`src/rtl/pw_fifo_pkg.sv`:
```
`default_nettype none
// ============================================================================
// Module      : pw_fifo_pkg
// Description : Shared sniff-FIFO entry layout for the PhyWhisperer-USB
//               front end, register block and benches.
// Revision    : 1.0 - initial release
// ============================================================================
package pw_fifo_pkg;

  // Entry command encodings, bits [17:16] of every entry
  localparam logic [1:0] FE_FIFO_CMD_DATA = 2'b00;
  localparam logic [1:0] FE_FIFO_CMD_STAT = 2'b01;
  localparam logic [1:0] FE_FIFO_CMD_TIME = 2'b10;

  // Entry width and field start/length positions
  localparam int FE_FIFO_W              = 18;
  localparam int FE_FIFO_CMD_START      = 16;
  localparam int FE_FIFO_CMD_LEN        = 2;
  localparam int FE_FIFO_DATA_START     = 8;
  localparam int FE_FIFO_DATA_LEN       = 8;
  localparam int FE_FIFO_STAT_START     = 3;
  localparam int FE_FIFO_STAT_LEN       = 5;
  localparam int FE_FIFO_SHORT_TIME_START = 0;
  localparam int FE_FIFO_SHORT_TIME_LEN   = 3;
  localparam int FE_FIFO_FULL_TIME_START  = 0;
  localparam int FE_FIFO_FULL_TIME_LEN    = 16;

  // Bit positions of the PHY status inside stat[4:0], LSB first
  localparam int FE_STAT_W         = 5;
  localparam int FE_STAT_RXACTIVE  = 0;
  localparam int FE_STAT_RXERROR   = 1;
  localparam int FE_STAT_SESSVLD   = 2;
  localparam int FE_STAT_SESSEND   = 3;
  localparam int FE_STAT_VBUSVLD   = 4;

  // Capture control states: PRIME is the single edge that loads the first
  // sample into the stage before any emit decision is taken.
  typedef enum logic [1:0] {
    FE_CAP_IDLE  = 2'd0,
    FE_CAP_PRIME = 2'd1,
    FE_CAP_RUN   = 2'd2
  } fe_cap_state_e;

endpackage : pw_fifo_pkg
`default_nettype wire

```
`src/rtl/fe_event_packer.sv`:
```
`default_nettype none
// ============================================================================
// Module      : fe_event_packer
// Description : Samples UTMI receive signals and encodes each byte or status
//               change as an 18-bit sniff-FIFO entry with a relative
//               timestamp; long idle gaps are carried by TIME entries.
// Revision    : 1.0 - initial release
// ============================================================================
module fe_event_packer
  import pw_fifo_pkg::*;
#(
  parameter int pSHORT_TIME_W = 3,
  parameter int pFULL_TIME_W  = 16
) (
  input  logic                 fe_clk,
  input  logic                 reset_n,
  input  logic [7:0]           fe_data,
  input  logic                 fe_rxvalid,
  input  logic                 fe_rxactive,
  input  logic                 fe_rxerror,
  input  logic                 fe_sessvld,
  input  logic                 fe_sessend,
  input  logic                 fe_vbusvld,
  input  logic                 capture_en,
  input  logic                 fifo_full,
  output logic                 fifo_wr_en,
  output logic [FE_FIFO_W-1:0] fifo_din,
  output logic                 capturing,
  output logic                 overflow
);

  // Largest idle count that still fits the short time field
  localparam logic [pFULL_TIME_W-1:0] c_short_max =
    pFULL_TIME_W'((1 << pSHORT_TIME_W) - 1);
  // Idle counter saturation point
  localparam logic [pFULL_TIME_W-1:0] c_full_max = '1;

  fe_cap_state_e r_state;
  fe_cap_state_e w_state_nxt;

  // Sample stage
  logic [7:0]              s_data;
  logic                    s_rxvalid;
  logic [FE_STAT_W-1:0]    s_stat;
  logic                    s_event;

  logic [pFULL_TIME_W-1:0] cnt;
  logic [pFULL_TIME_W-1:0] w_cnt_inc;
  logic [pFULL_TIME_W-1:0] w_cnt_nxt;
  logic                    r_capture_en_d;

  logic [FE_STAT_W-1:0]    w_stat_in;
  logic                    w_ev_next;
  logic                    w_run;
  logic                    w_sample;
  logic                    w_want_wr;
  logic                    w_drop;
  logic                    w_arm_rise;
  logic [FE_FIFO_W-1:0]    w_entry;

  assign w_stat_in  = {fe_vbusvld, fe_sessend, fe_sessvld, fe_rxerror, fe_rxactive};
  // Live inputs act as a one-cycle lookahead against the previous sample
  assign w_ev_next  = fe_rxvalid | (w_stat_in != s_stat);
  assign w_cnt_inc  = cnt + pFULL_TIME_W'(1);
  assign w_run      = (r_state == FE_CAP_RUN) & capture_en;
  assign w_drop     = w_want_wr & fifo_full;
  assign w_sample   = (r_state != FE_CAP_IDLE) & capture_en & ~w_drop;
  assign w_arm_rise = capture_en & ~r_capture_en_d;
  assign capturing  = (r_state != FE_CAP_IDLE);

  // Capture state register
  always_ff @(posedge fe_clk or negedge reset_n) begin
    if (!reset_n) begin
      r_state <= FE_CAP_IDLE;
    end else begin
      r_state <= w_state_nxt;
    end
  end

  // Arm / prime / disarm transitions; overflow blocks arming until re-armed
  always_comb begin
    w_state_nxt = r_state;
    case (r_state)
      FE_CAP_IDLE: begin
        if (capture_en && !overflow) begin
          w_state_nxt = FE_CAP_PRIME;
        end
      end
      FE_CAP_PRIME: begin
        w_state_nxt = capture_en ? FE_CAP_RUN : FE_CAP_IDLE;
      end
      FE_CAP_RUN: begin
        if (!capture_en || w_drop) begin
          w_state_nxt = FE_CAP_IDLE;
        end
      end
      default: begin
        w_state_nxt = FE_CAP_IDLE;
      end
    endcase
  end

  // Per-edge emit decision in priority order: DATA, STAT, lookahead TIME
  // flush, saturation TIME, otherwise count one more idle cycle.
  always_comb begin
    w_want_wr = 1'b0;
    w_entry   = '0;
    w_cnt_nxt = cnt;
    if (w_run) begin
      if (s_event && s_rxvalid) begin
        w_want_wr = 1'b1;
        w_entry   = {FE_FIFO_CMD_DATA, s_data, s_stat, cnt[pSHORT_TIME_W-1:0]};
        w_cnt_nxt = '0;
      end else if (s_event) begin
        w_want_wr = 1'b1;
        w_entry   = {FE_FIFO_CMD_STAT, 8'h00, s_stat, cnt[pSHORT_TIME_W-1:0]};
        w_cnt_nxt = '0;
      end else if (w_ev_next && (w_cnt_inc > c_short_max)) begin
        // Flush the gap now so the upcoming event carries short time 0
        w_want_wr = 1'b1;
        w_entry   = {FE_FIFO_CMD_TIME, w_cnt_inc};
        w_cnt_nxt = '0;
      end else if (w_cnt_inc == c_full_max) begin
        w_want_wr = 1'b1;
        w_entry   = {FE_FIFO_CMD_TIME, c_full_max};
        w_cnt_nxt = '0;
      end else begin
        w_cnt_nxt = w_cnt_inc;
      end
    end
  end

  // Overflow is sticky until a fresh capture_en rising edge
  always_ff @(posedge fe_clk or negedge reset_n) begin
    if (!reset_n) begin
      r_capture_en_d <= 1'b0;
      overflow       <= 1'b0;
    end else begin
      r_capture_en_d <= capture_en;
      if (w_arm_rise) begin
        overflow <= 1'b0;
      end else if (w_drop) begin
        overflow <= 1'b1;
      end
    end
  end

  // Sample stage: loads live inputs while capturing, held at zero otherwise
  always_ff @(posedge fe_clk or negedge reset_n) begin
    if (!reset_n) begin
      s_data    <= '0;
      s_rxvalid <= 1'b0;
      s_stat    <= '0;
      s_event   <= 1'b0;
    end else if (w_sample) begin
      s_data    <= fe_data;
      s_rxvalid <= fe_rxvalid;
      s_stat    <= w_stat_in;
      s_event   <= w_ev_next;
    end else begin
      s_data    <= '0;
      s_rxvalid <= 1'b0;
      s_stat    <= '0;
      s_event   <= 1'b0;
    end
  end

  // Idle counter: only advances on emit decisions, cleared whenever idle
  always_ff @(posedge fe_clk or negedge reset_n) begin
    if (!reset_n) begin
      cnt <= '0;
    end else if (w_run) begin
      cnt <= w_cnt_nxt;
    end else begin
      cnt <= '0;
    end
  end

  // Output register: a full FIFO drops the entry instead of writing it
  always_ff @(posedge fe_clk or negedge reset_n) begin
    if (!reset_n) begin
      fifo_wr_en <= 1'b0;
      fifo_din   <= '0;
    end else begin
      fifo_wr_en <= w_want_wr & ~fifo_full;
      if (w_want_wr && !fifo_full) begin
        fifo_din <= w_entry;
      end
    end
  end

  // DATA/STAT entries must never need more than the short time field
  a_short_time_fits : assert property (
    @(posedge fe_clk) disable iff (!reset_n)
    (w_run && s_event) |-> (cnt <= c_short_max)
  );

endmodule : fe_event_packer
`default_nettype wire

```
`config.mk`:
```
export PLATFORM = sky130hd
export DESIGN_NAME = fe_event_packer
export DESIGN_NICKNAME = d
export VERILOG_FILES = /design/src/rtl/pw_fifo_pkg.sv /design/src/rtl/fe_event_packer.sv
export SDC_FILE = /design/constraint.sdc
export NUM_CORES = 1
export LEC_CHECK = 0
export ABC_CLOCK_PERIOD_IN_PS = 2950
export CAP_MARGIN = 20
export CORE_ASPECT_RATIO = 1.1
export CORE_UTILIZATION = 49
export DETAILED_ROUTE_END_ITERATION = 10
export PLACE_DENSITY = 0.84
export SLEW_MARGIN = 10
export SYNTH_ARGS = -nofsm -noshare
export SYNTH_HDL_FRONTEND = slang
export SYNTH_SLANG_ARGS = --single-unit
```
`constraint.sdc`:
```
create_clock -name fe_clk -period 2.95 [get_ports fe_clk]
set_clock_uncertainty 0.15 [all_clocks]
set_input_delay 0.4425 -clock fe_clk [delete_from_list [all_inputs] [get_ports fe_clk]]
set_output_delay 0.4425 -clock fe_clk [all_outputs]
set_load 0.005 [all_outputs]
```
==> impl_metrics.yaml <==
setup_path:
  path_delay_family: "simple AND/OR/NAND/NOR gates"
  reg2reg_slack_ns: -0.30
  path_max_fanout: 13
  crit_arrival_ns: 3.28
  r2r_start: "cnt[0]$_DFF_PN0_"
  critPathRequiredTime_ns: 2.98
  critical-path-slowest-cell: "or4b_4"
  crit_type: "reg2reg"
  max_stage_delay_ns: 0.52
  worstSetupEndpointType: "flip-flop"
  crit_chain: "ha_4, nand4_1, or3_4, a22oi_1, or4b_4, or4_4, a31oi_4, buf_12, o221ai_1"
  rr_worst_depth: 9
  startpoint_type: "flip-flop"
  r2r_end: "fifo_din[11]$_DFFE_PN0P_"
  worst-path-buf-inv: 1
synthesis:
  synth_flop_cell: "dfrtp_1"
  yosys.cell_types.count: 54
  yosys-top-cells-count: "54 x dfrtp_1, 21 x nand2_1, 16 x nor4_1"
  synth_nets: 283
  synth-seq-cells: 54
  yosys_warnings: 0
  yosysTopAreaCell: "dfrtp_1"
  syn_area_um2: 2730
  avgSynthCellArea_um2: 10.4
  synth_top_area_share: 0.495
  synth_most_common_cell: "dfrtp_1"
  synth-edff-count: 0
  postSynthCellCount: 263
  async_flop_share: 1.00
  synth_area_leaders: "dfrtp_1 49%, a21boi_0 3.8%, xnor2_1 3.8%"
  yosysSeqAreaShare: 0.495
detailed_routing:
  wl_met1_um: 3320
  wl_um: 8450
  viasPerCell: 6.18
  antenna_left: 0
  highest_layer: "met4"
  dr.pass1.iters: 5
  drc_errors: 0
  drt-initial-drc-count: 135
  wl_met3_um: 368
  wl_per_cell_um: 20.2
  met2_length_um: 4410
  vias: 2584
global_route:
  grt_pass1_vias: 2417
  antenna_found_initial: 0
  grt_max_degree: 55
  gr-total-overflow: 0
  grt_pass1_wl_um: 11500
  grt.total_usage: 0.263
power_and_ir_drop:
  p_clk_frac: 0.217
  p_per_area_nw_per_um2: 518
  peakVddDrop_uv: 526
  internal_power_uw: 1450
  p_leak_uw: 0.00170
  p_comb_frac: 0.307
  switchingPower_uw: 600
  p_seq_frac: 0.476
  sw_frac_of_total: 0.292
run_status:
  status: "finished with violations"
  violations: "negative setup slack"
floorplan:
  core_um2: 5360
  die_y_um: 80.3
  die_x_um: 73.2
  die-area_um2: 5880
  fp-row-count: 28
  ioPinCount: 39
  start_util: 0.510
timing:
  rsz0062_at_grt: "true"
  slew_headroom: 0.541
  tightest_slew_ns: 0.689
  max_freq_mhz: 308
  min_period_ns: 3.25
  setup_ws_ns: -0.300
  finalHoldViolCount: 0
  setup_viol: 38
  finalCritPeriodShare: 1.10
  finalMaxSlewViolations: 0
  tns_ns: -4.24
place:
  placed_cell_area_um2: 3400
  io_buffers: 38
  gp_congestion: 0.857
  dp_hpwl_um: 4570
clock_tree:
  cts-hold-fix-buffers: 0
  cts_tree: "done"
  cts_htree_levels: 2
  root_buffer: "clkbuf_8"
  clkSlewWorstSetupHoldPaths_ns: 0.11
  clock_latency_ns: 0.33
  clk_path_buf_depth: 2
  cts.sinks: 54
  cts_buffers: 5
cells_and_area:
  diodes: 0
  drive_above_1_share: 0.341
  final_nets: 362
  fin_area_um2: 3960
  area_growth_pct: 45.1
job:
  max_cap_viol_count: 0
min_path:
  hold_path.class: "in2async"
[registers in the layout (all words and copies together), names as in the netlist]
| name | flops |
|---|---|
| r_state | 2 |
| overflow | 1 |
| s_rxvalid | 1 |
| s_data | 8 |
| s_stat | 5 |
| fifo_din | 18 |
| r_capture_en_d | 1 |
| fifo_wr_en | 1 |
| cnt | 16 |
| s_event | 1 |
[area by class of cell]
| type | instances | area, µm² |
|---|---|---|
| clock buffers | 6 | 82.6 |
| fillers | 299 | 1400 |
| flip-flops and latches | 54 | 1360 |
| inverters | 14 | 52.6 |
| well taps | 75 | 93.8 |
| clock inverters | 2 | 12.5 |
| repair buffers | 85 | 792 |
| multi-input cells | 182 | 1570 |
[layer usage]
metal | up-vias | track usage
li1 | 1133 | -
met1 | 1287 | 0.316
met2 | 129 | 0.463
met3 | 35 | 0.0339
met4 | 0 | 0.124
met5 | - | 0
[per-stage QoR]
step,std cells,hold slack [ns],total power (µW),worst slack [ns],util
2_1_floorplan,263,-0.00309,1180,-0.109,-
3_3_place_gp,393,0.286,1480,-0.0935,0.634
3_5_place_dp,393,0.291,1490,-0.136,0.634
4_1_cts,407,0.103,1980,-0.101,0.690
5_1_grt,418,0.158,2130,-0.383,0.739
6_report,418,0.0744,2050,-0.300,0.739
[kinds of logic after synthesis]
group	Yosys count	share of synthesized area
AND/OR/NAND/NOR	100	0.214
AO/OA/AOI/OAI	59	0.173
flip-flops	54	0.495
buffers and inverters	29	0.0476
XOR/XNOR	18	0.0577
adder cells (fa/ha/maj)	2	0.00916
multiplexers	1	0.00366
[power groups by stage]
stage               Sequential [µW]  Combinational, µW  Clock, µW
CTS                             963                587        435
global placement                968                513          0
floorplan                       969                208          0
detailed placement              968                525          0
global route                    985                676        469
finish                          977                631        445
[placed cells by master, fill, tap and decap left out, types with 2 or more instances in the layout]
cell	instances
a21boi_2	11
o211ai_1	3
o21ai_2	2
a21boi_1	3
nand3_2	2
a2bb2oi_2	4
nor3_1	5
buf_12	2
or3_4	3
dfrtp_2	5
clkbuf_8	6
xor2_1	6
a21oi_1	2
nand2_1	21
o22a_1	3
buf_4	40
nand3_1	6
inv_1	13
buf_6	3
a21oi_2	2
or2_2	2
o22ai_1	4
nor4_4	2
xnor2_1	9
o311a_1	2
nand4_1	3
nor4b_4	2
and2_1	11
dfrtp_1	49
nor4_2	8
or4b_4	2
or4_4	2
or3_1	5
nor4_1	7
xnor2_4	2
o21ai_1	4
and3_1	3
o221ai_1	8
nor2_1	10
clkdlybuf4s50_1	37
[what timing repair did]
item	CTS	global route
endpoints found under the setup margin	42	52
gates cloned	3	0
pin swaps	9	15
resized for setup	36	33
setup buffers	3	11
[how the worst max path moves through the flow]
stage | startpoint | endpoint | slack [ns] | cells past startpoint
6_report | cnt[0]$_DFF_PN0_ | fifo_din[11]$_DFFE_PN0P_ | -0.30 | 9
5_1_grt | cnt[1]$_DFF_PN0_ | fifo_din[9]$_DFFE_PN0P_ | -0.38 | 9
4_1_cts | cnt[0]$_DFF_PN0_ | fifo_din[10]$_DFFE_PN0P_ | -0.10 | 7
3_5_place_dp | cnt[0]$_DFF_PN0_ | fifo_din[10]$_DFFE_PN0P_ | -0.14 | 7
3_3_place_gp | cnt[0]$_DFF_PN0_ | fifo_din[13]$_DFFE_PN0P_ | -0.09 | 7
2_1_floorplan | cnt[1]$_DFF_PN0_ | fifo_din[10]$_DFFE_PN0P_ | -0.11 | 9
[worst reg2reg max path, delay by kind of cell, from the launching register on]
| kind | cells | cell delay [ns] |
|---|---|---|
| flip-flops | 1 | 0.42 |
| AO/OA/AOI/OAI | 3 | 0.66 |
| AND/OR/NAND/NOR | 4 | 1.50 |
| adder cells (fa/ha/maj) | 1 | 0.19 |
| buffers and inverters | 1 | 0.18 |
Power figures use the tool's default switching activity.
==> variant: new RTL, same flow settings <==
Reset style: synchronous (`reset_n`), changed in 5 clocked blocks.
--- a/src/rtl/fe_event_packer.sv
+++ b/src/rtl/fe_event_packer.sv
@@ -69,7 +69,7 @@
   assign capturing  = (r_state != FE_CAP_IDLE);
 
   // Capture state register
-  always_ff @(posedge fe_clk or negedge reset_n) begin
+  always_ff @(posedge fe_clk) begin
     if (!reset_n) begin
       r_state <= FE_CAP_IDLE;
     end else begin
@@ -131,7 +131,7 @@
   end
 
   // Overflow is sticky until a fresh capture_en rising edge
-  always_ff @(posedge fe_clk or negedge reset_n) begin
+  always_ff @(posedge fe_clk) begin
     if (!reset_n) begin
       r_capture_en_d <= 1'b0;
       overflow       <= 1'b0;
@@ -146,7 +146,7 @@
   end
 
   // Sample stage: loads live inputs while capturing, held at zero otherwise
-  always_ff @(posedge fe_clk or negedge reset_n) begin
+  always_ff @(posedge fe_clk) begin
     if (!reset_n) begin
       s_data    <= '0;
       s_rxvalid <= 1'b0;
@@ -166,7 +166,7 @@
   end
 
   // Idle counter: only advances on emit decisions, cleared whenever idle
-  always_ff @(posedge fe_clk or negedge reset_n) begin
+  always_ff @(posedge fe_clk) begin
     if (!reset_n) begin
       cnt <= '0;
     end else if (w_run) begin
@@ -177,7 +177,7 @@
   end
 
   // Output register: a full FIFO drops the entry instead of writing it
-  always_ff @(posedge fe_clk or negedge reset_n) begin
+  always_ff @(posedge fe_clk) begin
     if (!reset_n) begin
       fifo_wr_en <= 1'b0;
       fifo_din   <= '0;
Function: differs if reset_n is asserted again (counterexample within 4 cycles, from zero or initial values and one cycle with reset_n low); with reset_n held inactive, the same outputs for 10 cycles.
==> variant against the original RTL <==
  * Synthesized area fell by 4.9%
  * Worst setup slack improved by 0.42 ns
  * First-iteration DRC count rose by 87%
  * Wire length fell by 25%
  * Global-route usage fell by 2.3 points
  * Count of clock-buffer cells in the layout fell by 1
  * Via count fell by 7.9%
  * Critical path depth rose by 1
  * Final area fell by 15%
  * Sequential cell count did not move
  * Sequential share of layout area fell by 1.9 points
  * Critical endpoint is now cnt[9]$_SDFF_PP0_
  * Largest cell class unchanged
Power is not compared: it rests on default switching activity, and its combinational part moved more than twofold at a synthesized area within 25%.
==> variant: results (changes against the original RTL) <==
[synthesis]
synth_commonest_cells = 54 x dfxtp_1, 41 x nor2_1, 28 x nand2_1
syn_inst = 294  ; +12%
synthFlopType = dfxtp_1
postSynth.asyncResetShare = 0  ; -1.00
synth_area_leaders = dfxtp_1 42%, nor2_1 5.9%, a221o_1 5.4%
muxShareOfSynthArea = 0.00867  ; +0.00501
ys_types = 57  ; +5.6%
ys_seq_area_frac = 0.416  ; -0.0785
synth_fa_ha_area_frac = 0.00963  ; +0.000472
synthXorXnorAreaFrac = 0.0674  ; +0.00972

[global_routing]
grt_pass1_wl_um = 10600  ; -8.0%
grt_pass1_vias = 2313  ; -4.3%
grt_max_degree = 18  ; -67%

[detailed_routing]
first_pass_iters = 4  ; -1
viasPerCell = 5.83  ; -5.6%
vias = 2380  ; -7.9%
wl_per_cell_um = 15.6  ; -23%

[layout]
drive_above_1_share = 0.191  ; -0.150
fin_nets = 369  ; +1.9%

[status]
status = completed

[worst_hold_path]
hold_path.class = reg -> reg

[place]
hpwl_um = 4800  ; +5.0%
dp_cells = 400  ; +1.8%
routabilityCongestion = 0.944  ; +10%

[sta]
tightest_slew_ns = 0.528  ; -0.161 ns

[setup_path]
slowest_delay_ns = 0.45  ; -0.07 ns

[clocking]
clock_latency_ns = 0.30  ; -0.03 ns

## variant: layout make-up
| cell class | instances | area, um^2 |
|---|---|---|
| multi-input cells | 206 | 1420 |
| repair buffers | 65 | 599 |
| flip-flops and latches | 54 | 1090 |
| clock buffers | 5 | 68.8 |
| clock inverters | 3 | 43.8 |
| inverters | 17 | 63.8 |
| fillers | 402 | 1710 |
| well taps | 58 | 72.6 |
## variant: power by group
| group | switching [mW] | internal, mW | total (mW) |
|---|---|---|---|
| clock network | 0.238 | 0.255 | 0.493 |
| logic | 0.0322 | 0.0384 | 0.0706 |
| registers | 0.00765 | 0.739 | 0.747 |
| total | 0.278 | 1.03 | 1.31 |
## variant: cells by family after synthesis
| family | after synthesis |
|---|---|
| compound gates | 47 |
| simple gates | 135 |
| buf+inv | 34 |
| flops | 54 |
| mux | 2 |
| xor+xnor | 20 |
| fa+ha+maj | 2 |
## variant: worst paths after layout
| check | startpoint | to | slack, ns | cells after the start |
|---|---|---|---|---|
| hold reg to reg | overflow$_SDFFE_PP0P_ | r_state[0]$_SDFFE_PN0P_ | 0.33 | 1 |
| hold / removal | overflow$_SDFFE_PP0P_ | r_state[0]$_SDFFE_PN0P_ | 0.33 | 1 |
| setup / recovery | cnt[1]$_SDFF_PP0_ | cnt[9]$_SDFF_PP0_ | 0.12 | 10 |
| setup reg to reg | cnt[1]$_SDFF_PP0_ | cnt[9]$_SDFF_PP0_ | 0.12 | 10 |
## variant: metrics by stage
step                area, um^2  setup WS [ns]  utilization  setup TNS, ns
floorplan                 2600         0.0218            -              0
global placement          3170         0.0943        0.626              0
detailed placement        3170       -0.00779        0.626       -0.00813
CTS                       3300         0.0174        0.651              0
global route              3360         0.0121        0.662              0
finish                    3360          0.124        0.662              0
## variant: timing repair
item / CTS / global route
resized for setup: 1 / 14
gates cloned: 0 / 0
setup endpoints to repair: 15 / 41
## variant: metal layers
| metal | wire (um) | GRT usage |
|---|---|---|
| met4 | 116 | 0.0920 |
| met5 | 0 | 0 |
| met3 | 376 | 0.0334 |
| met1 | 2660 | 0.305 |
| met2 | 3210 | 0.410 |
## variant: worst max-delay path: cells and delay by family (launching register included)
family | cells | cell delay (ns)
AO/OA/AOI/OAI | 2 | 0.36
AND/OR/NAND/NOR | 5 | 1.27
buffers and inverters | 2 | 0.37
adder cells (fa/ha/maj) | 1 | 0.22
flip-flops | 1 | 0.38
